File: config.mk
export PLATFORM = sky130hd
export DESIGN_NAME = alu_slice_seq_flat
export DESIGN_NICKNAME = d
export VERILOG_FILES = /design/src/rtl/alu_pkg.sv /design/src/rtl/alu_slice_seq_if.sv /design/src/rtl/alu_slice4.sv /design/src/rtl/alu_slice_seq.sv /design/src/flat_wrapper.sv
export SDC_FILE = /design/constraint.sdc
export NUM_CORES = 1
export LEC_CHECK = 0
export ABC_CLOCK_PERIOD_IN_PS = 3900
export CAP_MARGIN = 20
export CORE_MARGIN = 10
export CORE_UTILIZATION = 53
export DETAILED_ROUTE_END_ITERATION = 8
export PLACE_DENSITY = 0.87
export SLEW_MARGIN = 20
export SYNTH_ARGS = -nofsm -noshare
export SYNTH_HDL_FRONTEND = slang
export SYNTH_SLANG_ARGS = --single-unit
File: constraint.sdc
create_clock -name clk -period 3.9 [get_ports clk]
set_input_delay 0.78 -clock clk [delete_from_list [all_inputs] [get_ports clk]]
set_output_delay 0.78 -clock clk [all_outputs]
set_load 0.005 [all_outputs]
File: src/rtl/alu_pkg.sv
// Shared types for the slice-serial ALU: function codes, FSM states, slice width,
// and the bitwise-logic function table used by the 4-bit slice.
package alu_pkg;

   localparam int SLICE_W = 4;

   typedef enum logic [3:0] {
      FUNC_00 = 4'd0,
      FUNC_01 = 4'd1,
      FUNC_02 = 4'd2,
      FUNC_03 = 4'd3,
      FUNC_04 = 4'd4,
      FUNC_05 = 4'd5,
      FUNC_06 = 4'd6,
      FUNC_07 = 4'd7,
      FUNC_08 = 4'd8,
      FUNC_09 = 4'd9,
      FUNC_10 = 4'd10,
      FUNC_11 = 4'd11,
      FUNC_12 = 4'd12,
      FUNC_13 = 4'd13,
      FUNC_14 = 4'd14,
      FUNC_15 = 4'd15
   } func_e;

   typedef enum logic [1:0] {
      IDLE = 2'd0,
      BUSY = 2'd1,
      DONE = 2'd2
   } state_e;

   function automatic logic [SLICE_W-1:0] logic_fn(input func_e fn,
                                                   input logic [SLICE_W-1:0] a,
                                                   input logic [SLICE_W-1:0] b);
      logic [SLICE_W-1:0] r;
      r = a;
      case (fn)
         FUNC_00: r = ~a;
         FUNC_01: r = ~(a | b);
         FUNC_02: r = ~a & b;
         FUNC_03: r = '0;
         FUNC_04: r = ~(a & b);
         FUNC_05: r = ~b;
         FUNC_06: r = a ^ b;
         FUNC_07: r = a & ~b;
         FUNC_08: r = ~a | b;
         FUNC_09: r = ~(a ^ b);
         FUNC_10: r = b;
         FUNC_11: r = a & b;
         FUNC_12: r = '1;
         FUNC_13: r = a | ~b;
         FUNC_14: r = a | b;
         default: r = a;
      endcase
      return r;
   endfunction

endpackage

File: src/rtl/alu_slice_seq_if.sv
// Request/response bundle of the slice-serial ALU: operation request handshake,
// operands and result handshake.
interface alu_slice_seq_if #(
   parameter int WIDTH = 16
);
   logic             in_valid;
   logic             in_ready;
   logic [WIDTH-1:0] a;
   logic [WIDTH-1:0] b;
   logic [3:0]       s;
   logic             m;
   logic             cin;
   logic             out_valid;
   logic             out_ready;
   logic [WIDTH-1:0] f;
   logic             cout;
   logic             a_eq_b;

   modport master (
      output in_valid, a, b, s, m, cin, out_ready,
      input  in_ready, out_valid, f, cout, a_eq_b
   );

   modport slave (
      input  in_valid, a, b, s, m, cin, out_ready,
      output in_ready, out_valid, f, cout, a_eq_b
   );
endinterface

File: src/rtl/alu_slice4.sv
// Combinational 4-bit ALU slice: bitwise logic table when m=1, otherwise
// the T1 + T2 + cin arithmetic form with a carry out.
module alu_slice4
   import alu_pkg::*;
(
   input  logic [SLICE_W-1:0] a,
   input  logic [SLICE_W-1:0] b,
   input  func_e              s,
   input  logic               m,
   input  logic               cin,
   output logic [SLICE_W-1:0] f,
   output logic               cout
);

   logic [3:0]         sel;
   logic [SLICE_W-1:0] t1;
   logic [SLICE_W-1:0] t2;
   logic [SLICE_W:0]   sum;

   assign sel = s;

   // Select bits gate which operand terms feed the adder inputs
   assign t1  = a | ({SLICE_W{sel[0]}} & b) | ({SLICE_W{sel[1]}} & ~b);
   assign t2  = ({SLICE_W{sel[2]}} & a & ~b) | ({SLICE_W{sel[3]}} & a & b);
   assign sum = {1'b0, t1} + {1'b0, t2} + {{SLICE_W{1'b0}}, cin};

   always_comb begin
      f    = sum[SLICE_W-1:0];
      cout = sum[SLICE_W];
      if (m) begin
         f    = logic_fn(s, a, b);
         cout = 1'b0;
      end
   end

endmodule

File: src/rtl/alu_slice_seq.sv
// Slice-serial ALU: one alu_slice4 reused over NSLICE cycles per operation.
// Define ALU_SLICE_SEQ_ARITH_EN to build the arithmetic (m=0) path and carry chain.
module alu_slice_seq
   import alu_pkg::*;
#(
   parameter int WIDTH = 16
) (
   input logic            clk,
   input logic            rst_n,
   alu_slice_seq_if.slave bus
);

   localparam int NSLICE = WIDTH / SLICE_W;
   localparam int IDX_W  = (NSLICE > 1) ? $clog2(NSLICE) : 1;
   localparam logic [IDX_W-1:0] LAST_IDX = IDX_W'(NSLICE - 1);

   state_e             state_reg;
   state_e             state_next;
   logic               accept;
   logic               step;
   logic               last_slice;

   logic [WIDTH-1:0]   a_reg;
   logic [WIDTH-1:0]   b_reg;
   func_e              s_reg;
   logic [IDX_W-1:0]   idx_reg;
   logic [WIDTH-1:0]   f_reg;
   logic [WIDTH-1:0]   f_next;
   logic               a_eq_b_reg;

   logic [SLICE_W-1:0] a_sl [NSLICE];
   logic [SLICE_W-1:0] b_sl [NSLICE];
   logic [SLICE_W-1:0] slice_f;
   logic               slice_cout;
   logic               slice_m;
   logic               slice_cin;

   assign last_slice = (idx_reg == LAST_IDX);

   always_ff @(posedge clk or negedge rst_n) begin
      if (!rst_n) begin
         state_reg <= IDLE;
      end else begin
         state_reg <= state_next;
      end
   end

   always_comb begin
      state_next = state_reg;
      accept     = 1'b0;
      step       = 1'b0;
      case (state_reg)
         IDLE: begin
            if (bus.in_valid) begin
               accept     = 1'b1;
               state_next = BUSY;
            end
         end
         BUSY: begin
            step = 1'b1;
            if (last_slice) begin
               state_next = DONE;
            end
         end
         DONE: begin
            // Return to IDLE only; acceptance waits for the following cycle
            if (bus.out_ready) begin
               state_next = IDLE;
            end
         end
         default: state_next = IDLE;
      endcase
   end

   generate
      for (genvar gi = 0; gi < NSLICE; gi++) begin : g_slice
         assign a_sl[gi] = a_reg[gi*SLICE_W +: SLICE_W];
         assign b_sl[gi] = b_reg[gi*SLICE_W +: SLICE_W];
         assign f_next[gi*SLICE_W +: SLICE_W] =
            (idx_reg == IDX_W'(gi)) ? slice_f : f_reg[gi*SLICE_W +: SLICE_W];
      end
   endgenerate

   alu_slice4 u_slice (
      .a    (a_sl[idx_reg]),
      .b    (b_sl[idx_reg]),
      .s    (s_reg),
      .m    (slice_m),
      .cin  (slice_cin),
      .f    (slice_f),
      .cout (slice_cout)
   );

   always_ff @(posedge clk or negedge rst_n) begin
      if (!rst_n) begin
         a_reg      <= '0;
         b_reg      <= '0;
         s_reg      <= FUNC_00;
         idx_reg    <= '0;
         f_reg      <= '0;
         a_eq_b_reg <= 1'b0;
      end else begin
         if (accept) begin
            a_reg   <= bus.a;
            b_reg   <= bus.b;
            s_reg   <= func_e'(bus.s);
            idx_reg <= '0;
         end
         if (step) begin
            f_reg <= f_next;
            if (last_slice) begin
               a_eq_b_reg <= &f_next;
            end else begin
               idx_reg <= idx_reg + IDX_W'(1);
            end
         end
      end
   end

`ifdef ALU_SLICE_SEQ_ARITH_EN
   logic m_reg;
   logic carry_reg;
   logic cout_reg;

   // carry_reg starts each operation holding cin, the carry into slice 0
   always_ff @(posedge clk or negedge rst_n) begin
      if (!rst_n) begin
         m_reg     <= 1'b0;
         carry_reg <= 1'b0;
         cout_reg  <= 1'b0;
      end else begin
         if (accept) begin
            m_reg     <= bus.m;
            carry_reg <= bus.cin;
         end
         if (step) begin
            carry_reg <= slice_cout;
            if (last_slice) begin
               cout_reg <= slice_cout;
            end
         end
      end
   end

   assign slice_m   = m_reg;
   assign slice_cin = carry_reg;
   assign bus.cout  = cout_reg;
`else
   logic unused_bits;

   assign slice_m     = 1'b1;
   assign slice_cin   = 1'b0;
   assign bus.cout    = 1'b0;
   assign unused_bits = ^{bus.m, bus.cin, slice_cout};
`endif

   assign bus.in_ready  = (state_reg == IDLE);
   assign bus.out_valid = (state_reg == DONE);
   assign bus.f         = f_reg;
   assign bus.a_eq_b    = a_eq_b_reg;

endmodule

File: src/flat_wrapper.sv
// flat-port wrapper written by rule: the top's interface ports become plain ports
module alu_slice_seq_flat import alu_pkg::*;
#(
   parameter int WIDTH = 16
)
  (clk, rst_n, bus_in_valid, bus_a, bus_b, bus_s, bus_m, bus_cin, bus_out_ready, bus_in_ready, bus_out_valid, bus_f, bus_cout, bus_a_eq_b);
  alu_slice_seq_if #(.WIDTH(WIDTH)) bus_i ();
  input logic clk;
  input logic rst_n;
  input wire logic [$bits(bus_i.in_valid)-1:0] bus_in_valid;
  input wire logic [$bits(bus_i.a)-1:0] bus_a;
  input wire logic [$bits(bus_i.b)-1:0] bus_b;
  input wire logic [$bits(bus_i.s)-1:0] bus_s;
  input wire logic [$bits(bus_i.m)-1:0] bus_m;
  input wire logic [$bits(bus_i.cin)-1:0] bus_cin;
  input wire logic [$bits(bus_i.out_ready)-1:0] bus_out_ready;
  output wire logic [$bits(bus_i.in_ready)-1:0] bus_in_ready;
  output wire logic [$bits(bus_i.out_valid)-1:0] bus_out_valid;
  output wire logic [$bits(bus_i.f)-1:0] bus_f;
  output wire logic [$bits(bus_i.cout)-1:0] bus_cout;
  output wire logic [$bits(bus_i.a_eq_b)-1:0] bus_a_eq_b;
  assign bus_i.in_valid = bus_in_valid;
  assign bus_i.a = bus_a;
  assign bus_i.b = bus_b;
  assign bus_i.s = bus_s;
  assign bus_i.m = bus_m;
  assign bus_i.cin = bus_cin;
  assign bus_i.out_ready = bus_out_ready;
  assign bus_in_ready = bus_i.in_ready;
  assign bus_out_valid = bus_i.out_valid;
  assign bus_f = bus_i.f;
  assign bus_cout = bus_i.cout;
  assign bus_a_eq_b = bus_i.a_eq_b;
  alu_slice_seq #(.WIDTH(WIDTH)) u_core (.clk(clk), .rst_n(rst_n), .bus(bus_i));
endmodule
==> impl_results.md <==
* Synth Area in Compound Gates at 15.2%
* Final TNS setup at 0 ps
* WHS Path Cells at 2
* # setup viols final at 0
* Count of different cell masters after synthesis at 50
* Pin count of the biggest net entering global routing at 44
* Slowest CP cell: dfrtp_1
* Buf/Inv on CP at 1
* Clock-pin slew on the worst setup and hold paths at 70 ps
* Power Density at 927 mW/mm²
* RSZ-0062 raised after global routing: false
* Sequential-to-total area share from yosys stat at 42.1%
* Clock Skews at 8.53 ps
* FFs w/ async S/R, synth at 100%
* Pre-antenna DRT Iters at 4
* Row cnt at 29
* Fill cell count at 430
* Post-CTS Hold Buffers at 0
* Drt drc at 0
* CP Cell Sequence: mux4_2 > inv_1 > ha_1 > or4b_2 > o21ai_0 > a21oi_1 > o211ai_1 > o22ai_2 > nor4b_2 > o211a_1
* Leakage at 0.00175 µW
* Worst min path class: reg2reg
* Initial Util at 54.0%
* Net Count, Synth at 379
* Cell taking the most area after synthesis: dfrtp_1
* Mux cell area share after synthesis at 17.6%
* Hold slack final at 491 ps
* Worst slew margin at 38.0%
* Die height at 99.9 µm
* CP top delay family: simple AND/OR/NAND/NOR gates
* Fin nets at 432
* Crit Path Category: reg2reg
* Io pins at 62
* Prevailing post-synth register cell: dfrtp_1
* Root cell of the clock tree: clkbuf_8
* EDFF count, synth at 0
* DIE AREA at 0.00999 mm²
* Worst skew pair latency at 340 ps
* Max Slew Vio Count at 0
* Final WL at 8430 µm
* RR Startpoint: u_core.idx_reg[0]$_DFF_PN0_
* Vias per cell at 5.96
* #FFs+latches synth at 57
* Syn Inst Count at 317
* Most numerous cell in the Yosys netlist: dfrtp_1
* Overall routing resource usage at 17.3%
* Max cap viols at 0
* Largest family of logic cells by synthesized area: multiplexers
* Layout Utilization at 66.6%
* Post-cts resize count at 0
* Top cells by area, synth: dfrtp_1, mux2_2, ha_1
* Reg2Reg Depth at 10
* CTS H-tree depth at 3
* Period utilization at 86.9%
* Area share of xor/xnor cells in the synthesized design at 0%
* Core ar. at 0.00628 mm²
* Final hold vios at 0
* R2R Setup Slk at 510 ps
* Per-cell routed wire length at 18.6 µm
* Gr ovfl total at 0
* Horiz. Die Dim at 99.9 µm
* First-pass GRT wire length at 14000 µm
* Synth cell count leaders: dfrtp_1, mux2_2, o21ai_0
* Required time worst endpoint at 4180 ps
* Synth top area share at 42.1%
* CP arrival at 3670 ps
* CTS max path bufs at 2
* CP max stage delay at 770 ps
* Layout cells sized above 1 at 18.4%
* Max Freq at 0.295 GHz
* Peak supply drop at 480 µV
* Antenna Cells at 0
* Hold_sp: u_core.bus.f[15]$_DFFE_PN0P_
* Crit end category: register
* Worst slew pin tran at 931 ps
* TritonCTS clock tree: built
* Element type at the critical path start: register
* Synth Cell Area at 0.00339 mm²
* Post-route ant nets at 0
* Clock Sink Count at 57
* DRT iter0 DRCs at 141
* Vias at 2692
* Worst Path Max Fanout at 13
* YS warnings at 0
* Hold EP: u_core.bus.f[15]$_DFFE_PN0P_
* Worst Setup SP: u_core.idx_reg[0]$_DFF_PN0_
* Hpwl dp at 6090 µm
* Simple-gate portion of the synthesized area at 13.0%
* GP Congestion at 0.822
* Status: finished clean
* Vias in the first global route at 2794
* Fin crit period at 3390 ps
* Worst R2R End: u_core.bus.a_eq_b$_DFFE_PN0P_
* Initial antenna violation count at 0
* CTS buffer count at 9
* Synthesized area per cell at 10.7 µm²
* Post-synthesis adder-cell area fraction at 7.39%
* Layout area overhead at 23.5%
* Setup Buffers After CTS at 0
* PortBufs at 58
## cell families (layout without fill, tap and decap cells)
| group | count (synthesis) | after routing |
|---|---|---|
| other | 1 | 1 |
| and+or+nand+nor | 81 | 81 |
| muxes | 45 | 45 |
| adders and majority gates | 20 | 20 |
| AOI/OAI and AO/OA | 77 | 77 |
| buffers and inverters | 36 | 94 |
| DFF | 57 | 57 |
## metal layers
metal  wire length (µm)  vias up  track usage (%)
li1                   -     1265                -
met1               3440     1328             19.9
met2               4360       78             29.3
met3                400       21             4.88
met4                224        0             7.39
met5                  0        -                0
## worst register-to-register path: stages, from the launching register on
cell and delay [ps]:
dfrtp_1 770, mux4_2 700, inv_1 130, ha_1 170
or4b_2 570, o21ai_0 90, a21oi_1 90, o211ai_1 140
o22ai_2 200, nor4b_2 290, o211a_1 180
## how the worst max path moves through the flow
stage / end / cells after the start
2_1_floorplan: u_core.bus.a_eq_b$_DFFE_PN0P_ / 11
3_3_place_gp: u_core.bus.a_eq_b$_DFFE_PN0P_ / 10
3_5_place_dp: u_core.bus.a_eq_b$_DFFE_PN0P_ / 10
4_1_cts: u_core.bus.a_eq_b$_DFFE_PN0P_ / 10
5_1_grt: u_core.bus.a_eq_b$_DFFE_PN0P_ / 10
6_report: u_core.bus.a_eq_b$_DFFE_PN0P_ / 10
## cell type report
type                            instances  area [µm²]  share of cell area, %
Multi-Input combinational cell        224        1800                   43.1
Sequential cell                        57        1430                   34.1
Timing Repair Buffer                   60         591                   14.1
Clock buffer                           11         141                   3.38
Tap cell                               77        96.3                   2.30
Inverter                               18        67.6                   1.62
Clock inverter                          5        55.1                   1.32
## through the flow
step / power [µW] / setup slack, ps / cells / cell area (µm²)
global placement: 3180 / 573 / 436 / 3990
global route: 4170 / 303 / 452 / 4180
floorplan: 2650 / 1140 / 317 / 3390
CTS: 3870 / 511 / 452 / 4180
detailed placement: 3300 / 538 / 436 / 3990
finish: 3880 / 510 / 452 / 4180
## where the power goes
group          total, µW  leakage [µW]  switching [µW]  internal [µW]
logic               2090      0.000967            1080           1010
clock network        546     0.0000953             236            310
registers           1240      0.000688             359            885
total               3880       0.00175            1680           2200
## cells in the final DEF, fill, tap and decap left out, types with 3 or more instances in the layout
| master | instances |
|---|---|
| nand2_1 | 30 |
| nand4b_1 | 4 |
| nand2b_1 | 4 |
| nand3_1 | 3 |
| nor2_1 | 9 |
| nor3_1 | 5 |
| clkbuf_8 | 10 |
| mux4_2 | 7 |
| a21o_1 | 3 |
| ha_1 | 20 |
| inv_1 | 18 |
| clkdlybuf4s50_1 | 57 |
| mux2_2 | 36 |
| o21ai_1 | 3 |
| o21ai_0 | 34 |
| nand4_1 | 6 |
| dfrtp_1 | 57 |
| a22o_1 | 3 |
| nor2b_1 | 5 |
| a31oi_1 | 7 |
| a21oi_1 | 5 |
| o211ai_1 | 4 |
| and3_1 | 3 |
Note: power is estimated with default switching activity, not from simulation.
